**src/rtl/branch_pkg.sv**
```systemverilog
// Shared definitions for the branch resolution unit.
//   - Branch-code constants for the 4-bit ex_branch field.
//   - 2-bit BHT counter encodings and the counter reset value.
//   - Flush FSM state type.
package branch_pkg;

  // Branch codes; any code with bit 3 clear is not a branch.
  localparam logic [3:0] BR_JMP = 4'b1000;
  localparam logic [3:0] BR_JZ  = 4'b1001;
  localparam logic [3:0] BR_JN  = 4'b1010;
  localparam logic [3:0] BR_JC  = 4'b1011;
  localparam logic [3:0] BR_RSV = 4'b1100;  // reserved: never taken, not a branch
  localparam logic [3:0] BR_JNZ = 4'b1101;
  localparam logic [3:0] BR_JNN = 4'b1110;
  localparam logic [3:0] BR_JNC = 4'b1111;

  // Saturating counter states; bit 1 is the prediction.
  localparam logic [1:0] CNT_SNT   = 2'b00;  // strongly not-taken
  localparam logic [1:0] CNT_WNT   = 2'b01;  // weakly not-taken
  localparam logic [1:0] CNT_WT    = 2'b10;  // weakly taken
  localparam logic [1:0] CNT_ST    = 2'b11;  // strongly taken
  localparam logic [1:0] BHT_RESET = CNT_WNT;

  typedef enum logic {
    StIdle,
    StFlush
  } flush_state_e;

endpackage

```
**src/rtl/bht_2bit.sv**
```systemverilog
// Direct-mapped branch history table of 2-bit saturating counters.
//   clk_i, rst_i : clock, synchronous active-high reset (all entries -> BHT_RESET)
//   rd_idx_i     : read index; rd_cnt_o is the stored counter (no write bypass)
//   wr_en_i      : update the entry at wr_idx_i
//   wr_taken_i   : direction of the resolved branch (+1 if taken, -1 if not)
module bht_2bit
  import branch_pkg::*;
#(
  parameter int unsigned Depth = 16,
  localparam int unsigned IdxW = $clog2(Depth)
) (
  input  logic            clk_i,
  input  logic            rst_i,
  input  logic [IdxW-1:0] rd_idx_i,
  output logic [1:0]      rd_cnt_o,
  input  logic            wr_en_i,
  input  logic [IdxW-1:0] wr_idx_i,
  input  logic            wr_taken_i
);

  logic [1:0] cnt_q [Depth];
  logic [1:0] wr_cur;
  logic [1:0] wr_nxt;

  // Read returns the registered value, so a same-cycle update is not visible.
  assign rd_cnt_o = cnt_q[rd_idx_i];
  assign wr_cur   = cnt_q[wr_idx_i];

  always_comb begin
    wr_nxt = wr_cur;
    if (wr_taken_i) begin
      if (wr_cur != CNT_ST) wr_nxt = wr_cur + 2'd1;
    end else begin
      if (wr_cur != CNT_SNT) wr_nxt = wr_cur - 2'd1;
    end
  end

  always_ff @(posedge clk_i) begin
    if (rst_i) begin
      for (int unsigned i = 0; i < Depth; i++) begin
        cnt_q[i] <= BHT_RESET;
      end
    end else if (wr_en_i) begin
      cnt_q[wr_idx_i] <= wr_nxt;
    end
  end

endmodule

```
**src/rtl/branch_resolve_unit.sv**
```systemverilog
// Branch resolution and prediction unit.
//   Fetch side : fetch_valid/fetch_is_branch/fetch_pc -> pred_taken (combinational, BHT bit 1)
//   Execute    : ex_valid/ex_branch/ex_pc/ex_target/ex_pred_taken -> jump (combinational)
//   Flags      : flags_we with z_in/n_in/c_in writes the {Z,N,C} register; bypassed same cycle
//   Redirect   : mispredict/redirect_pc registered one-cycle pulse; flush held FLUSH_CYC cycles
//   clk, rst   : single clock, synchronous active-high reset
module branch_resolve_unit
  import branch_pkg::*;
#(
  parameter int unsigned ADDR_W    = 16,
  parameter int unsigned BHT_DEPTH = 16,
  parameter int unsigned FLUSH_CYC = 2
) (
  input  logic              clk,
  input  logic              rst,
  input  logic              fetch_valid,
  input  logic              fetch_is_branch,
  input  logic [ADDR_W-1:0] fetch_pc,
  output logic              pred_taken,
  input  logic              ex_valid,
  input  logic [3:0]        ex_branch,
  input  logic [ADDR_W-1:0] ex_pc,
  input  logic [ADDR_W-1:0] ex_target,
  input  logic              ex_pred_taken,
  input  logic              flags_we,
  input  logic              z_in,
  input  logic              n_in,
  input  logic              c_in,
  output logic [2:0]        flags,
  output logic              jump,
  output logic              mispredict,
  output logic [ADDR_W-1:0] redirect_pc,
  output logic              flush
);

  localparam int unsigned IdxW = $clog2(BHT_DEPTH);
  localparam int unsigned CntW = (FLUSH_CYC > 1) ? $clog2(FLUSH_CYC) : 1;

  // Codes counted as branches: JMP, JZ/JN/JC, JNZ/JNN/JNC (not 0xxx, not reserved).
  function automatic logic is_branch(input logic [3:0] code);
    return code[3] && (code != BR_RSV);
  endfunction

  // f = {Z,N,C}
  function automatic logic cond_taken(input logic [3:0] code, input logic [2:0] f);
    logic t;
    t = 1'b0;
    case (code)
      BR_JMP:  t = 1'b1;
      BR_JZ:   t = f[2];
      BR_JN:   t = f[1];
      BR_JC:   t = f[0];
      BR_JNZ:  t = ~f[2];
      BR_JNN:  t = ~f[1];
      BR_JNC:  t = ~f[0];
      default: t = 1'b0;
    endcase
    return t;
  endfunction

  logic [2:0]        flags_q;
  logic [2:0]        eff_flags;
  logic              ex_active;
  logic              br_valid;
  logic              mis_now;
  logic [ADDR_W-1:0] redirect_d;
  logic              mispredict_q;
  logic [ADDR_W-1:0] redirect_q;
  flush_state_e      state_q, state_d;
  logic [CntW-1:0]   cnt_q, cnt_d;
  logic [1:0]        rd_cnt;

  // Flag register with same-cycle write bypass into condition evaluation.
  always_ff @(posedge clk) begin
    if (rst) begin
      flags_q <= 3'b000;
    end else if (flags_we) begin
      flags_q <= {z_in, n_in, c_in};
    end
  end

  assign eff_flags = flags_we ? {z_in, n_in, c_in} : flags_q;
  assign flags     = flags_q;

  // The execute instruction is squashed while a flush is in progress.
  assign flush      = (state_q == StFlush);
  assign ex_active  = ex_valid & ~flush;
  assign br_valid   = ex_active & is_branch(ex_branch);
  assign jump       = ex_active & cond_taken(ex_branch, eff_flags);
  assign mis_now    = br_valid & (jump != ex_pred_taken);
  assign redirect_d = jump ? ex_target : ex_pc + ADDR_W'(1);

  always_ff @(posedge clk) begin
    if (rst) begin
      mispredict_q <= 1'b0;
      redirect_q   <= '0;
    end else begin
      mispredict_q <= mis_now;
      if (mis_now) redirect_q <= redirect_d;
    end
  end

  assign mispredict  = mispredict_q;
  assign redirect_pc = redirect_q;

  // Flush FSM: counter holds the remaining flush cycles after the current one.
  always_comb begin
    state_d = state_q;
    cnt_d   = cnt_q;
    unique case (state_q)
      StIdle: begin
        if (mis_now) begin
          state_d = StFlush;
          cnt_d   = CntW'(FLUSH_CYC - 1);
        end
      end
      StFlush: begin
        if (cnt_q == '0) begin
          state_d = StIdle;
        end else begin
          cnt_d = cnt_q - CntW'(1);
        end
      end
      default: state_d = StIdle;
    endcase
  end

  always_ff @(posedge clk) begin
    if (rst) begin
      state_q <= StIdle;
      cnt_q   <= '0;
    end else begin
      state_q <= state_d;
      cnt_q   <= cnt_d;
    end
  end

  bht_2bit #(
    .Depth(BHT_DEPTH)
  ) u_bht (
    .clk_i     (clk),
    .rst_i     (rst),
    .rd_idx_i  (fetch_pc[IdxW-1:0]),
    .rd_cnt_o  (rd_cnt),
    .wr_en_i   (br_valid),
    .wr_idx_i  (ex_pc[IdxW-1:0]),
    .wr_taken_i(jump)
  );

  assign pred_taken = fetch_valid & fetch_is_branch & rd_cnt[1];

  // Upper fetch PC bits and the counter LSB do not affect the prediction.
  logic unused_bits;
  assign unused_bits = ^{fetch_pc, rd_cnt[0]};

endmodule

```
**config.mk**
```make
export PLATFORM = sky130hd
export DESIGN_NAME = branch_resolve_unit
export DESIGN_NICKNAME = d
export VERILOG_FILES = /design/src/rtl/branch_pkg.sv /design/src/rtl/bht_2bit.sv /design/src/rtl/branch_resolve_unit.sv
export SDC_FILE = /design/constraint.sdc
export NUM_CORES = 1
export LEC_CHECK = 0
export ABC_AREA = 1
export BUFFER_PORTS_ARGS = -buffer_cell sky130_fd_sc_hd__buf_2
export CORE_MARGIN = 1.5
export CORE_UTILIZATION = 45
export DETAILED_ROUTE_END_ITERATION = 7
export PLACE_DENSITY_LB_ADDON = 0.15
export REMOVE_ABC_BUFFERS = 1
export SYNTH_ARGS = -nofsm -noshare
export SYNTH_HDL_FRONTEND = slang
export SYNTH_SLANG_ARGS = --single-unit
```
**constraint.sdc**
```tcl
create_clock -name clk -period 2.7 [get_ports clk]
set_input_delay 0.27 -clock clk [delete_from_list [all_inputs] [get_ports clk]]
set_output_delay 0.27 -clock clk [all_outputs]
set_load 0.02 [all_outputs]
```
==> results of run 1 <==
[metrics by stage]
step	cells	worst slack, ps	utilization [%]
3_3_place_gp	681	490	50.7
5_1_grt	689	533	51.7
4_1_cts	689	685	51.7
3_5_place_dp	681	435	50.7
6_report	689	695	51.7
2_1_floorplan	501	750	-
[worst max-delay path: cells and delay by family, from the launching register on]
family / cells / cell delay (ps)
and+or+nand+nor: 8 / 740
AOI/OAI and AO/OA: 1 / 290
DFF: 1 / 340
buffers and inverters: 3 / 360
[power by group through the flow]
| stage | registers, mW | clock network (mW) | logic [mW] |
|---|---|---|---|
| 2_1_floorplan | 0.959 | 0 | 0.241 |
| 3_3_place_gp | 0.935 | 0 | 0.411 |
| 3_5_place_dp | 0.937 | 0 | 0.417 |
| 4_1_cts | 0.918 | 0.476 | 0.418 |
| 5_1_grt | 0.922 | 0.502 | 0.466 |
| 6_report | 0.918 | 0.462 | 0.414 |
[Yosys cell counts (all sizes together)]
library cell / n
nand3b: 2
xor2: 6
ha: 4
inv: 71
a21oi: 15
clkbuf: 6
nand2b: 1
o21ai: 28
or2: 1
o221ai: 1
nor3: 7
edfxtp: 32
nand2: 172
o211ai: 7
dfxtp: 22
o21a: 1
nand3: 28
nand4: 7
buf: 14
xnor2: 3
nor2: 93
[cells by family (layout without fill, tap and decap cells)]
kind of cell               count (synthesis)  count (layout)
xor gates and xnor gates                   9               9
buffers and inverters                     91             154
adders and majority gates                  4               4
AOI/OAI and AO/OA                         52              52
DFF                                       54              54
and+or+nand+nor                          311             311
[metal layers]
metal | track usage [%] | share of wire, %
met5 | 0 | 0
met1 | 25.2 | 45
met2 | 36.2 | 49
met4 | 5.35 | 1.0
met3 | 4.37 | 5.0
[area by class of cell]
| class | count | area [µm²] |
|---|---|---|
| clock buffer | 8 | 83.8 |
| multi-input combinational | 376 | 1920 |
| inverter | 71 | 272 |
| fill | 869 | 3930 |
| tap | 105 | 131 |
| sequential | 54 | 1400 |
| timing repair buffer | 75 | 395 |
[sequential cells by signal (all words and copies together), names as in the netlist]
| signal | count |
|---|---|
| redirect_pc | 16 |
| u_bht.cnt_q | 32 |
| flags | 3 |
| cnt_q | 1 |
| flush | 1 |
| mispredict | 1 |
[final timing paths]
kind                            depth (start not counted)                         endpoint  slack, ps                          from
worst max-delay path                                   12  u_bht.cnt_q[5][0]$_SDFFCE_PN1P_        690           flags[1]$_SDFF_PP0_
worst min-delay path                                    5      redirect_pc[5]$_SDFFE_PP0P_        250                  ex_target[5]
worst max register to register                         12  u_bht.cnt_q[5][0]$_SDFFCE_PN1P_        690           flags[1]$_SDFF_PP0_
worst min register to register                          2     redirect_pc[15]$_SDFFE_PP0P_        470  redirect_pc[15]$_SDFFE_PP0P_
==> flow_metrics.env, run 1 <==
export IMPL_finalHoldViolCount=0
export IMPL_hold_class="in -> reg"
export IMPL_seqPwrFrac_pct=51.2
export IMPL_final_cell_area_um2=4200
export IMPL_cts_resized=0
export IMPL_synth_compound_area_share_pct=8.00
export IMPL_cts_tree="built"
export IMPL_grt_max_degree=27
export IMPL_final_common_cell="nand2_1"
export IMPL_sw_frac_of_total_pct=31.1
export IMPL_synth_largest_area_cell="edfxtp_1"
export IMPL_syn_area_um2=3740
export IMPL_synth_adder_area_share_pct=1.34
export IMPL_crit_fanout=19
export IMPL_clkPwrFrac_pct=25.8
export IMPL_leakage_nw=1.93
export IMPL_grt_pass1_vias=3175
export IMPL_rsz0062_at_grt="false"
export IMPL_wirelength_um=8580
export IMPL_finalSetupTns_ps=0
export IMPL_fp_dieW_um=94.2
export IMPL_critPathCaptureType="register"
export IMPL_antenna_found_initial=0
export IMPL_critical_path_max_stage_delay_ps=340
export IMPL_synth_area_top_cells="edfxtp_1, nand2_1, dfxtp_1"
export IMPL_synthXorXnorAreaFrac_pct=2.11
export IMPL_grt_usage_pct=20.5
export IMPL_slew_headroom_pct=49.5
export IMPL_critPathSlowestCell="dfxtp_1"
export IMPL_ios=85
export IMPL_synth_top_family_by_area="simple AND/OR/NAND/NOR gates"
export IMPL_outcome="finished, final reports clean"
export IMPL_intPower_mw=1.24
export IMPL_ys_ff_latch=54
export IMPL_cts_sinks=54
export IMPL_ys_types=39
export IMPL_cts_htree_levels=2
export IMPL_final_layout_size_suffix_gt1_share_pct=22.3
export IMPL_diodes=0
export IMPL_drt_pre_antenna_iters=4
export IMPL_cap_viol_max_count=0
export IMPL_routed_via_density=4.87
export IMPL_grt_overflow=0
export IMPL_mostFrequentLayoutCells="nand2_1, nor2_1, buf_2"
export IMPL_finalSetupViolCount=0
export IMPL_p_sw_mw=0.558
export IMPL_cts_buffers=5
export IMPL_vias=3354
export IMPL_critPathKind="reg -> reg"
export IMPL_cp_start_kind="register"
export IMPL_synth_top_area_share_pct=25.7
export IMPL_power_frac_comb_pct=23.1
export IMPL_ctsHoldBuffers=0
export IMPL_wire_per_inst_um=12.4
export IMPL_place_area_um2=4120
export IMPL_clockBufferDepth=2
export IMPL_finalCritPeriodShare_pct=74.3
export IMPL_initial_core_util_pct=46.0
export IMPL_std_cell_rows=33
export IMPL_netlist_instances=521
export IMPL_die_y_um=94.2
export IMPL_io_buffers=72
export IMPL_clk_pin_slew_ps=100
export IMPL_clkLatencyLatePin_ps=310
export IMPL_gp_congestion=0.833
export IMPL_synth_mux_area_share_pct=0
export IMPL_die_area_um2=8860
export IMPL_post_cts_buffers=0
export IMPL_hold_slack_ps=254
export IMPL_areaGrowthSynthToFinish_pct=12.4
export IMPL_cts_root_buf="clkbuf_8"
export IMPL_synth_simple_gate_area_share_pct=39.9
export IMPL_ir_worst_vdd_uv=190
export IMPL_p_total_mw=1.79
export IMPL_fmax_mhz=499
export IMPL_period_needed_ps=2010
export IMPL_path_cells="inv_1 -> nand2_1 -> nand2_1 -> nand2_1 -> nand2_2 -> nor2_4 -> nand2_4 -> nand2_8 -> inv_4 -> o21ai_4 -> buf_12 -> nand3_1"
export IMPL_crit_arrival_ps=2050
export IMPL_seq_area_frac_synth_pct=37.5
export IMPL_worst_slew_pin_slew_ps=757
export IMPL_ant_nets=0
export IMPL_final_max_slew_viol_count=0
export IMPL_clock_skew_ps=6.73
export IMPL_grt_pass1_wl_um=14200
export IMPL_core_area_um2=8130
export IMPL_yosysWarnings=0
export IMPL_p_per_area_nw_per_um2=427
export IMPL_syn_area_per_cell_um2=7.18
export IMPL_drt_initial_drc_count=150
export IMPL_crit_top_cell="nand2_1"
export IMPL_drc=0
export IMPL_cp_required_ps=2750
export IMPL_layout_nets=649
export IMPL_place_hpwl_um=6410
(Power assumes the default switching activity.)
==> inputs of run 2 (changes only) <==
==> constraint.sdc (replaced) <==
create_clock -name clk -period 1.9 [get_ports clk]
set_input_delay 0.19 -clock clk [delete_from_list [all_inputs] [get_ports clk]]
set_output_delay 0.19 -clock clk [all_outputs]
set_load 0.02 [all_outputs]
==> run 2 against run 1 <==
Compared with the run above: sequential share of layout area shrank 1.6 points; via count grew 2.8%; hold slack lost 76 ps; die area is the same; global-route usage shrank 0.50 points; combinational power grew 57%; first-iteration DRC count grew 29%; critical path depth shrank 1; design area grew 5.2%; critical path type is now reg -> out; total power grew 47%.
==> flow_metrics.env, run 2 (synthesis gave the netlist of run 1 again) <==
export IMPL_outcome="finished, final reports clean"
export IMPL_clockBufferDepth=2
export IMPL_p_sw_mw=0.813
export IMPL_final_layout_size_suffix_gt1_share_pct=25.6
export IMPL_finalSetupViolCount=0
export IMPL_finalCritPeriodShare_pct=96.0
export IMPL_cap_viol_max_count=0
export IMPL_finalHoldViolCount=0
export IMPL_cts_htree_levels=2
export IMPL_grt_usage_pct=20.0
export IMPL_final_cell_area_um2=4420
export IMPL_slew_headroom_pct=73.7
export IMPL_wire_per_inst_um=12.1
export IMPL_fp_dieW_um=94.2
export IMPL_ir_worst_vdd_uv=324
export IMPL_clkPwrFrac_pct=25.9
export IMPL_sw_frac_of_total_pct=30.9
export IMPL_place_hpwl_um=6600
export IMPL_largest_register="u_bht.cnt_q"
export IMPL_io_buffers=72
export IMPL_seqPwrFrac_pct=49.5
export IMPL_hold_class="in -> reg"
export IMPL_clock_skew_ps=6.27
export IMPL_place_area_um2=4310
export IMPL_p_per_area_nw_per_um2=596
export IMPL_crit_fanout=12
export IMPL_die_y_um=94.2
export IMPL_wirelength_um=8580
export IMPL_fmax_mhz=548
export IMPL_cts_tree="built"
export IMPL_cp_required_ps=1710
export IMPL_drt_initial_drc_count=194
export IMPL_cts_buffers=5
export IMPL_cts_resized=1
export IMPL_layout_nets=667
export IMPL_worst_slew_pin_slew_ps=391
export IMPL_grt_overflow=0
export IMPL_grt_pass1_wl_um=14000
export IMPL_intPower_mw=1.82
export IMPL_period_needed_ps=1820
export IMPL_drc=0
export IMPL_clkLatencyLatePin_ps=310
export IMPL_ant_nets=0
export IMPL_ctsHoldBuffers=0
export IMPL_cp_start_kind="register"
export IMPL_final_max_slew_viol_count=0
export IMPL_ios=85
export IMPL_gp_congestion=0.862
export IMPL_areaGrowthSynthToFinish_pct=18.3
export IMPL_core_area_um2=8130
export IMPL_post_cts_buffers=0
export IMPL_p_total_mw=2.64
export IMPL_std_cell_rows=33
export IMPL_antenna_found_initial=0
export IMPL_final_common_cell="nand2_1"
export IMPL_rsz0062_at_grt="true"
export IMPL_cts_sinks=54
export IMPL_clk_pin_slew_ps=100
export IMPL_initial_core_util_pct=46.0
export IMPL_leakage_nw=2.04
export IMPL_critPathKind="reg -> out"
export IMPL_vias=3448
export IMPL_grt_max_degree=31
export IMPL_diodes=0
export IMPL_crit_arrival_ps=1630
export IMPL_critPathCaptureType="output pin"
export IMPL_routed_via_density=4.88
export IMPL_drt_pre_antenna_iters=4
export IMPL_power_frac_comb_pct=24.6
export IMPL_largest_register_ff_count=32
export IMPL_mostFrequentLayoutCells="nand2_1, nor2_1, buf_2"
export IMPL_cts_root_buf="clkbuf_8"
export IMPL_die_area_um2=8860
export IMPL_grt_pass1_vias=3122
-- run 2: cell types whose count changed in the layout (fill, tap and decap cells not counted), sizes merged --
cell,change
clkbuf,-2
clkinvlp,+2
buf,+18
-- run 2: routing by layer --
layer	global-route usage, %	part of all wire (%)
met5	0	0
met4	6.97	1.9
met3	3.56	5.8
met2	33.9	48
met1	25.5	44
-- run 2: final cells by class --
cell class	instances	area [µm²]
clock buffers	6	82.6
clock inverters	2	12.5
fillers	779	3710
inverters	71	272
multi-input cells	376	1940
flip-flops and latches	54	1400
well taps	105	131
repair buffers	93	587
-- run 2: stage by stage --
step | std cells | worst slack (ps) | util [%] | hold WS (ps) | TNS, ps
2_1_floorplan | 501 | -49.6 | - | 259 | -516
3_3_place_gp | 699 | 62.4 | 52.9 | 453 | 0
3_5_place_dp | 699 | 7.98 | 52.9 | 456 | 0
4_1_cts | 707 | 12.4 | 54.1 | 165 | 0
5_1_grt | 707 | -41.8 | 54.4 | 193 | -41.8
6_report | 707 | 76.4 | 54.4 | 178 | 0
-- run 2: critical path, stage by stage, from the launching register on --
cell	delay [ps]
dfxtp_1	360
inv_1	40
nand2_1	60
nand2_1	60
nand2_1	60
nand2_1	70
nor2_4	120
nand2_4	110
nand2_8	90
inv_4	50
buf_6	140
buf_4	160
-- run 2: final timing paths --
kind	cells after the start	to	from	slack, ps
worst max-delay path	11	jump	flags[2]$_SDFF_PP0_	80
worst min register to register	2	flush$_SDFF_PP0_	cnt_q$_SDFFE_PP0P_	480
worst max register to register	7	u_bht.cnt_q[7][1]$_SDFFCE_PN0P_	flush$_SDFF_PP0_	80
worst min-delay path	5	redirect_pc[5]$_SDFFE_PP0P_	ex_target[5]	180
-- run 2: power by group through the flow --
stage | registers [mW] | clock network [mW] | logic [mW]
floorplan | 1.36 | 0 | 0.343
global placement | 1.33 | 0 | 0.637
detailed placement | 1.33 | 0 | 0.648
CTS | 1.31 | 0.702 | 0.651
global route | 1.31 | 0.741 | 0.724
finish | 1.31 | 0.682 | 0.648
